## src/rtl/rv_gpio_bridge_pkg.sv

```systemverilog
// Shared constants for the GPIO bridge: register offsets within a port window
// and the port stride.
package rv_gpio_bridge_pkg;

  localparam int GPIO_DATA_WIDTH  = 32;
  localparam int GPIO_PORT_STRIDE = 32'h20;
  localparam int GPIO_OFS_BITS    = 5;

  typedef enum logic [GPIO_OFS_BITS-1:0] {
    GPIO_OFS_OUT   = 5'h00,
    GPIO_OFS_OE    = 5'h04,
    GPIO_OFS_IN    = 5'h08,
    GPIO_OFS_STAT  = 5'h0C,
    GPIO_OFS_IRQEN = 5'h10
  } gpio_ofs_e;

endpackage

```

## src/rtl/gpio_sync_edge.sv

```systemverilog
// Input synchroniser for one GPIO port: SYNC_STAGES flop chain per bit, plus a
// one-cycle-delayed copy used to flag rising edges of the synchronised value.
module gpio_sync_edge #(
  parameter int WIDTH       = 8,
  parameter int SYNC_STAGES = 2
) (
  input  logic             clk,
  input  logic             rstn,
  input  logic [WIDTH-1:0] pins,
  output logic [WIDTH-1:0] in_sync,
  output logic [WIDTH-1:0] rise
);

  logic [SYNC_STAGES-1:0][WIDTH-1:0] chain_reg;
  logic [WIDTH-1:0]                  prev_reg;

  always_ff @(posedge clk or negedge rstn) begin
    if (!rstn) begin
      chain_reg <= '0;
      prev_reg  <= '0;
    end else begin
      chain_reg <= {chain_reg[SYNC_STAGES-2:0], pins};
      prev_reg  <= chain_reg[SYNC_STAGES-1];
    end
  end

  assign in_sync = chain_reg[SYNC_STAGES-1];
  assign rise    = in_sync & ~prev_reg;

endmodule

```

## src/rtl/rv_gpio_bridge.sv

```systemverilog
// Memory-mapped GPIO peripheral: per-port OUT/OE/IN/STAT/IRQ_EN registers behind
// a single-cycle request/ack bus, with a registered level interrupt.
module rv_gpio_bridge
  import rv_gpio_bridge_pkg::*;
#(
  parameter int DATA_WIDTH  = GPIO_DATA_WIDTH,
  parameter int ADDR_WIDTH  = 8,
  parameter int NUM_PORTS   = 2,
  parameter int PORT_WIDTH  = 8,
  parameter int SYNC_STAGES = 2
) (
  input  logic                            clk,
  input  logic                            rstn,
  input  logic                            req_i,
  input  logic                            we_i,
  input  logic [ADDR_WIDTH-1:0]           addr_i,
  input  logic [DATA_WIDTH-1:0]           wdata_i,
  output logic [DATA_WIDTH-1:0]           rdata_o,
  output logic                            ack_o,
  input  logic [NUM_PORTS*PORT_WIDTH-1:0] gpio_in_i,
  output logic [NUM_PORTS*PORT_WIDTH-1:0] gpio_out_o,
  output logic [NUM_PORTS*PORT_WIDTH-1:0] gpio_oe_o,
  output logic                            irq_o
);

  localparam int PIDX_W = ADDR_WIDTH - GPIO_OFS_BITS;

  logic [PIDX_W-1:0]        port_idx;
  logic [GPIO_OFS_BITS-1:0] ofs;
  logic                     wr_en;
  logic [PORT_WIDTH-1:0]    wdata_port;
  logic [DATA_WIDTH-1:0]    port_rdata [NUM_PORTS];
  logic [NUM_PORTS-1:0]     port_irq;
  logic [DATA_WIDTH-1:0]    rdata_next;

  logic                  ack_reg;
  logic                  irq_reg;
  logic [DATA_WIDTH-1:0] rdata_reg;

  assign port_idx   = addr_i[ADDR_WIDTH-1:GPIO_OFS_BITS];
  assign ofs        = addr_i[GPIO_OFS_BITS-1:0];
  assign wr_en      = req_i & we_i;
  assign wdata_port = wdata_i[PORT_WIDTH-1:0];

  genvar gi;
  generate
    for (gi = 0; gi < NUM_PORTS; gi++) begin : g_port
      logic                  port_sel;
      logic [PORT_WIDTH-1:0] out_reg;
      logic [PORT_WIDTH-1:0] oe_reg;
      logic [PORT_WIDTH-1:0] stat_reg;
      logic [PORT_WIDTH-1:0] irq_en_reg;
      logic [PORT_WIDTH-1:0] stat_next;
      logic [PORT_WIDTH-1:0] in_sync;
      logic [PORT_WIDTH-1:0] rise;
      logic [DATA_WIDTH-1:0] rdata_port;

      assign port_sel = (port_idx == PIDX_W'(gi));

      gpio_sync_edge #(
        .WIDTH       (PORT_WIDTH),
        .SYNC_STAGES (SYNC_STAGES)
      ) u_sync (
        .clk     (clk),
        .rstn    (rstn),
        .pins    (gpio_in_i[gi*PORT_WIDTH +: PORT_WIDTH]),
        .in_sync (in_sync),
        .rise    (rise)
      );

      // A rise in the same cycle as a write-1-to-clear keeps the flag set.
      always_comb begin
        stat_next = stat_reg | rise;
        if (wr_en && port_sel && (ofs == GPIO_OFS_STAT)) begin
          stat_next = (stat_reg & ~wdata_port) | rise;
        end
      end

      always_ff @(posedge clk or negedge rstn) begin
        if (!rstn) begin
          out_reg    <= '0;
          oe_reg     <= '0;
          stat_reg   <= '0;
          irq_en_reg <= '0;
        end else begin
          if (wr_en && port_sel) begin
            case (ofs)
              GPIO_OFS_OUT:   out_reg    <= wdata_port;
              GPIO_OFS_OE:    oe_reg     <= wdata_port;
              GPIO_OFS_IRQEN: irq_en_reg <= wdata_port;
              default: ;
            endcase
          end
          stat_reg <= stat_next;
        end
      end

      always_comb begin
        rdata_port = '0;
        case (ofs)
          GPIO_OFS_OUT:   rdata_port[PORT_WIDTH-1:0] = out_reg;
          GPIO_OFS_OE:    rdata_port[PORT_WIDTH-1:0] = oe_reg;
          GPIO_OFS_IN:    rdata_port[PORT_WIDTH-1:0] = in_sync;
          GPIO_OFS_STAT:  rdata_port[PORT_WIDTH-1:0] = stat_reg;
          GPIO_OFS_IRQEN: rdata_port[PORT_WIDTH-1:0] = irq_en_reg;
          default: ;
        endcase
      end

      assign port_rdata[gi] = rdata_port;
      assign port_irq[gi]   = |(stat_reg & irq_en_reg);
      assign gpio_out_o[gi*PORT_WIDTH +: PORT_WIDTH] = out_reg;
      assign gpio_oe_o[gi*PORT_WIDTH +: PORT_WIDTH]  = oe_reg;
    end

    if (PORT_WIDTH < DATA_WIDTH) begin : g_wdata_upper
      logic unused_wdata;
      assign unused_wdata = ^wdata_i[DATA_WIDTH-1:PORT_WIDTH];
    end
  endgenerate

  // Port indices past NUM_PORTS match no entry and read as zero.
  always_comb begin
    rdata_next = '0;
    if (req_i && !we_i) begin
      for (int p = 0; p < NUM_PORTS; p++) begin
        if (port_idx == PIDX_W'(p)) begin
          rdata_next = port_rdata[p];
        end
      end
    end
  end

  always_ff @(posedge clk or negedge rstn) begin
    if (!rstn) begin
      ack_reg   <= 1'b0;
      rdata_reg <= '0;
      irq_reg   <= 1'b0;
    end else begin
      ack_reg   <= req_i;
      rdata_reg <= rdata_next;
      irq_reg   <= |port_irq;
    end
  end

  assign ack_o   = ack_reg;
  assign rdata_o = rdata_reg;
  assign irq_o   = irq_reg;

endmodule
```

## config.mk

```make
export PLATFORM = sky130hd
export DESIGN_NAME = rv_gpio_bridge
export DESIGN_NICKNAME = d
export VERILOG_FILES = /design/src/rtl/rv_gpio_bridge_pkg.sv /design/src/rtl/gpio_sync_edge.sv /design/src/rtl/rv_gpio_bridge.sv
export SDC_FILE = /design/constraint.sdc
export NUM_CORES = 1
export LEC_CHECK = 0
export CORE_MARGIN = 2
export CORE_UTILIZATION = 49
export DETAILED_ROUTE_END_ITERATION = 8
export PLACE_DENSITY = 0.76
export SKIP_CTS_REPAIR_TIMING = 1
export SYNTH_ARGS = -nofsm -noshare
export SYNTH_HDL_FRONTEND = slang
export SYNTH_SLANG_ARGS = --single-unit
```

## constraint.sdc

```tcl
create_clock -name clk -period 1.2 [get_ports clk]
set_input_delay 0.24 -clock clk [delete_from_list [all_inputs] [get_ports clk]]
set_output_delay 0.24 -clock clk [all_outputs]
set_load 0.01 [all_outputs]
```

Word level (Yosys, flattened, before mapping)
Cells that the tools add are included.
{"block": "totals", "reg_bits": 146, "in_bits": 60, "output_inout_bits": 66}
{"block": "op_classes", "n_eq_ne": 5, "muxes": 7, "bitwise_logic": 14, "reduce_logical": 15}
{"operator": "case mux 8 bit (5 select lines)", "n": 2}
{"operator": "2-to-1 mux 32 bit", "n": 2}
{"operator": "AND 8 bit", "n": 6}
{"operator": "OR 8 bit", "n": 4}
{"operator": "2-to-1 mux 8 bit", "n": 3}
{"operator": "inverter 8 bit", "n": 3}
{"operator": "OR reduction 16 bit", "n": 1}
{"operator": "AND reduction 2 bit", "n": 6}
{"operator": "equality test 5 x 4 -> 1 bit (second input constant)", "n": 2}
{"operator": "equality test 5 x 3 -> 1 bit (second input constant)", "n": 1}
{"operator": "equality test 5 bit (second input constant)", "n": 1}
{"operator": "logical AND 1 bit", "n": 5}
{"operator": "logical NOT 5 bit", "n": 1}
{"operator": "equality test 3 x 1 -> 1 bit (second input constant)", "n": 1}
{"operator": "logical NOT 3 bit", "n": 1}
{"operator": "AND 1 bit", "n": 1}
{"operator": "logical NOT 1 bit", "n": 1}

Longest topological paths before layout
{"block": "logic_depth", "depth_word": 5, "depth_mapped": 6}

Modules after synthesis
From an unflattened synthesis, not the netlist that was laid out.
{"block": "hier_totals", "hier_cells": 366, "hier_area_um2": 5208.7}
{"mod": "rv_gpio_bridge", "n_inst": 1, "cells_each": 286, "area_each_um2": 3667.3, "seq_area_each_um2": 1851.8}
{"mod": "gpio_sync_edge", "n_inst": 2, "cells_each": 40, "area_each_um2": 770.7, "seq_area_each_um2": 600.6}

Worst setup path before layout
OpenSTA, ideal clock, no wires.
{"block": "synth_timing", "path_type": "input -> register", "start": "input addr_i[2]", "end": "register g_port[1].out_reg[0]", "arrival_ns": 1.764, "required_time_ns": 1.075, "path_slack_ns": -0.689, "cell_stages": 4, "n_path_buf": 1, "path_cell_list": "or4_1 > buf_2 > nor4_4 > mux2_2"}
{"block": "synth_between", "elab_chain_cells": 2}
{"item": "start, declared", "line_no": "rv_gpio_bridge.sv:16", "source": "input logic [ADDR_WIDTH-1:0] addr_i,"}
{"item": "logical NOT 5 bit", "line_no": "rv_gpio_bridge.sv:87", "source": "case (ofs)"}
{"item": "AND reduction 2 bit (no line)"}
{"item": "end signal, assigned", "line_no": "rv_gpio_bridge.sv:88", "source": "GPIO_OFS_OUT: out_reg <= wdata_port;"}
{"item": "end, declared", "line_no": "rv_gpio_bridge.sv:49", "source": "logic [PORT_WIDTH-1:0] out_reg;"}
No other way between the ends.
A chain may end at the register's enable or synchronous reset.

Worst setup path after layout
{"block": "layout_timing", "start": "input addr_i[7]", "end": "register g_port[0].out_reg[6]"}
{"block": "layout_between", "elab_chain_cells": 3}
{"item": "logical NOT 3 bit", "line_no": "rv_gpio_bridge.sv:58", "source": "assign port_sel = (port_idx == PIDX_W'(gi));"}
{"item": "logical AND 1 bit", "line_no": "rv_gpio_bridge.sv:86", "source": "if (wr_en && port_sel) begin"}
{"item": "AND reduction 2 bit (no line)"}
{"item": "end signal, assigned", "line_no": "rv_gpio_bridge.sv:88"}
{"item": "end, declared", "line_no": "rv_gpio_bridge.sv:49"}
No other way between the ends.

==> flow_metrics.tcl <==
set metrics [dict create \
    placedInstanceArea_sq_um 6450 \
    fin_worst_skew_ns 0.00786 \
    dieArea_sq_um 11000 \
    netlist.area_leader.share_pct 61.0 \
    globalRouteTotalUtil_pct 25.0 \
    total_leakage_power_nw 3.69 \
    drt_pre_antenna_iters 5 \
    post_route_cells_drive_above_1_share_pct 51.7 \
    cts.clk_slew.worst_paths_ns 0.06 \
    post_synth_num_cell_types 36 \
    detail_route.wl_per_cell_um 21.9 \
    grt_util_met1_pct 33.5 \
    cts_max_path_buffers 2 \
    ys_async_sr_fraction_pct 100 \
    die_x_um 105 \
    worst_ir_drop_vdd_uv 1090 \
    fp.dieH_um 105 \
    yosys_warnings 0 \
    violations_in_the_final_reports "negative setup slack" \
    fillCellCount 615 \
    post_synth_instance_area_sq_um 5000 \
    slew_viol_final 0 \
    grt.met2_usage_pct 38.6 \
    setup_total_negative_slack_ns -9.50 \
    pwr_density_cell_nw_per_um2 1360 \
    post-place-ws_ns -1.20 \
    port_buffers 77 \
    initial_antenna_violation_count 0 \
    run_status "complete, but fails checks" \
    num_vias 4012 \
    crit_arrival_ns 1.83 \
    holdPathStages 2 \
    drt-vias-per-instance 5.75 \
    antenna_violating_nets_post_route 0 \
    nNetsFinal 614 \
    synth.ff_latch_count 122 \
    io-pin-count 126 \
    total_power_mw 10.3 \
    std_cell_rows 36 \
    critPathKind "primary input to register" \
    start_util_pct 50.9 \
    detailed_place_hpwl_um 8880 \
    gr-max-usage-layer "met2" \
    layout.cell_area.non_filler_sq_um 7530 \
    synth-main-ff-cell "dfrtp_1" \
    clk_root_buffer_cell "clkbuf_8" \
    synth_area_leaders "dfrtp_1, mux2_2, mux2i_1" \
    sort_of_element_at_the_end_of_the_critical_path "register" \
    grt_first_pass_wirelength_um 20600 \
    timing.final.hold_violations 0 \
    drc 0 \
    core_region_area_sq_um 9820 \
    post_synth_inst_count 370 \
    final_critical_path_setup_slack_ns -0.217 \
    routability_cong 0.932 \
    critPathLaunchType "primary input" \
    post-route-min-period_ns 1.42 \
    maximum_number_of_pins_on_one_net_before_global_route_repair 73 \
    totalWireLength_um 15300 \
    hold_path.class "primary input to register" \
    final-setup-viol-count 107 \
    rsz0062_at_grt "true" \
    post-route-period-util_pct 118 \
    cts_made_buffers 17 \
    synth_top_area_cell "dfrtp_1" \
    synth-edff-count 0 \
    insertion_delay_ns 0.53 \
    iteration_0_drc_markers 364 \
    reg2regPathDepth 5 \
    clock_sinks 122 \
    critical_path_peak_fanout 3 \
    groute.layer.met3.usage_pct 6.61 \
    grt_pass1_vias 3853 \
    area.growth.synth_to_final_pct 50.5 \
    synth.avg_cell_area_sq_um 13.5 \
    max_freq_mhz 706 \
    critPathRequiredTime_ns 1.61 \
    tritoncts "done" \
    insertedDiodeCount 0 \
    grt_overflow_total 0 \
    max-cap-violations 0 \
    synth.yosys.seq_area_share_pct 61.0 \
    cts_max_level 4 \
]
## cell usage after synthesis, types with 2 or more instances
library cell  number
nor4_4             2
mux2i_1           31
a211oi_1           8
buf_4             24
nor3_1             8
or4_1              2
o221ai_1           3
and2_1             2
mux2_2            49
buf_2              9
inv_1             17
a2111oi_0          5
a22o_1            20
nand2_1           19
a21oi_1            5
nor2_1            14
a221oi_1           4
clkbuf_1           2
o22ai_1            7
nor4_1             2
dfrtp_1          122
## final cells by class
class / instances / area, sq um / share of cell area, %
Sequential cell: 122 / 3050 / 40.6
Multi-Input combinational cell: 219 / 2200 / 29.2
Timing Repair Buffer: 177 / 1470 / 19.5
Clock buffer: 18 / 428 / 5.68
Tap cell: 133 / 166 / 2.21
Clock inverter: 12 / 151 / 2.01
Inverter: 17 / 63.8 / 0.848
## through the flow
stage          util, %  hold slack, ns  instances
3_5_place_dp      65.6           0.259        631
5_1_grt           76.7          0.0383        698
2_1_floorplan        -         -0.0556        393
3_3_place_gp      65.6           0.265        631
6_report          76.7          0.0690        698
4_1_cts           71.5          -0.282        661
## placed cells by master, fill, tap and decap left out, types with 4 or more instances in the layout
cell / synthesis / layout
a21oi_1: 5 / 4
clkdlybuf4s50_1: 0 / 24
nor4_4: 2 / 4
dlymetal6s2s_1: 0 / 5
mux2_4: 0 / 25
nand2_1: 19 / 7
conb_1: 1 / 24
buf_6: 0 / 22
o22ai_2: 0 / 4
buf_2: 9 / 6
dfrtp_1: 122 / 122
nor2_1: 14 / 11
clkbuf_16: 0 / 16
a211oi_2: 0 / 8
mux2i_1: 31 / 27
inv_1: 17 / 17
mux2_2: 49 / 24
buf_4: 24 / 78
clkinvlp_4: 0 / 5
clkbuf_2: 0 / 35
a2111oi_2: 0 / 5
a221oi_2: 0 / 4
buf_12: 0 / 5
a22o_1: 20 / 20
nor3_2: 1 / 8
nand2_2: 0 / 9
## cells by family after synthesis
| group | Yosys count | synth area share (%) |
|---|---|---|
| DFF | 122 | 61.0 |
| muxes | 80 | 17.2 |
| and+or+nand+nor | 61 | 7.36 |
| AOI/OAI and AO/OA | 53 | 8.28 |
| buffers and inverters | 53 | 6.00 |
| other | 1 | 0.0750 |
## report_power, final
group          switching, mW  internal [mW]
registers             0.0873           4.26
logic                  0.485          0.429
clock network           1.82           3.18
total                   2.39           7.86
## worst max-delay path, stage by stage
cell and delay, ns:
dlymetal6s2s_1 0.16, nand3b_1 0.21, nor3_2 0.31, nor3b_4 0.41, buf_6 0.19, mux2_4 0.31
## layer usage
| layer | part of all wire (%) | vias up | wire length [um] |
|---|---|---|---|
| met5 | 0 | - | 0 |
| met2 | 49 | 236 | 7470 |
| li1 | - | 1665 | - |
| met4 | 4.3 | 0 | 658 |
| met1 | 39 | 2045 | 5960 |
| met3 | 7.7 | 66 | 1180 |
## worst paths after layout
| kind | to | slack, ns | startpoint |
|---|---|---|---|
| setup / recovery | g_port[0].out_reg[6]$_DFFE_PN0P_ | -0.22 | addr_i[7] |
| hold / removal | ack_o$_DFF_PN0_ | 0.07 | req_i |
| max in group asynchronous | g_port[1].stat_reg[4]$_DFF_PN0_ | 0.58 | rstn |
| min in group asynchronous | g_port[0].out_reg[6]$_DFFE_PN0P_ | 0.28 | rstn |
| hold reg to reg | g_port[0].u_sync.in_sync[6]$_DFF_PN0_ | 0.35 | g_port[0].u_sync.chain_reg[6]$_DFF_PN0_ |
| setup reg to reg | rdata_o[3]$_DFF_PN0_ | -0.10 | g_port[1].oe_reg[3]$_DFFE_PN0P_ |
Note: power is estimated with default switching activity, not from simulation.
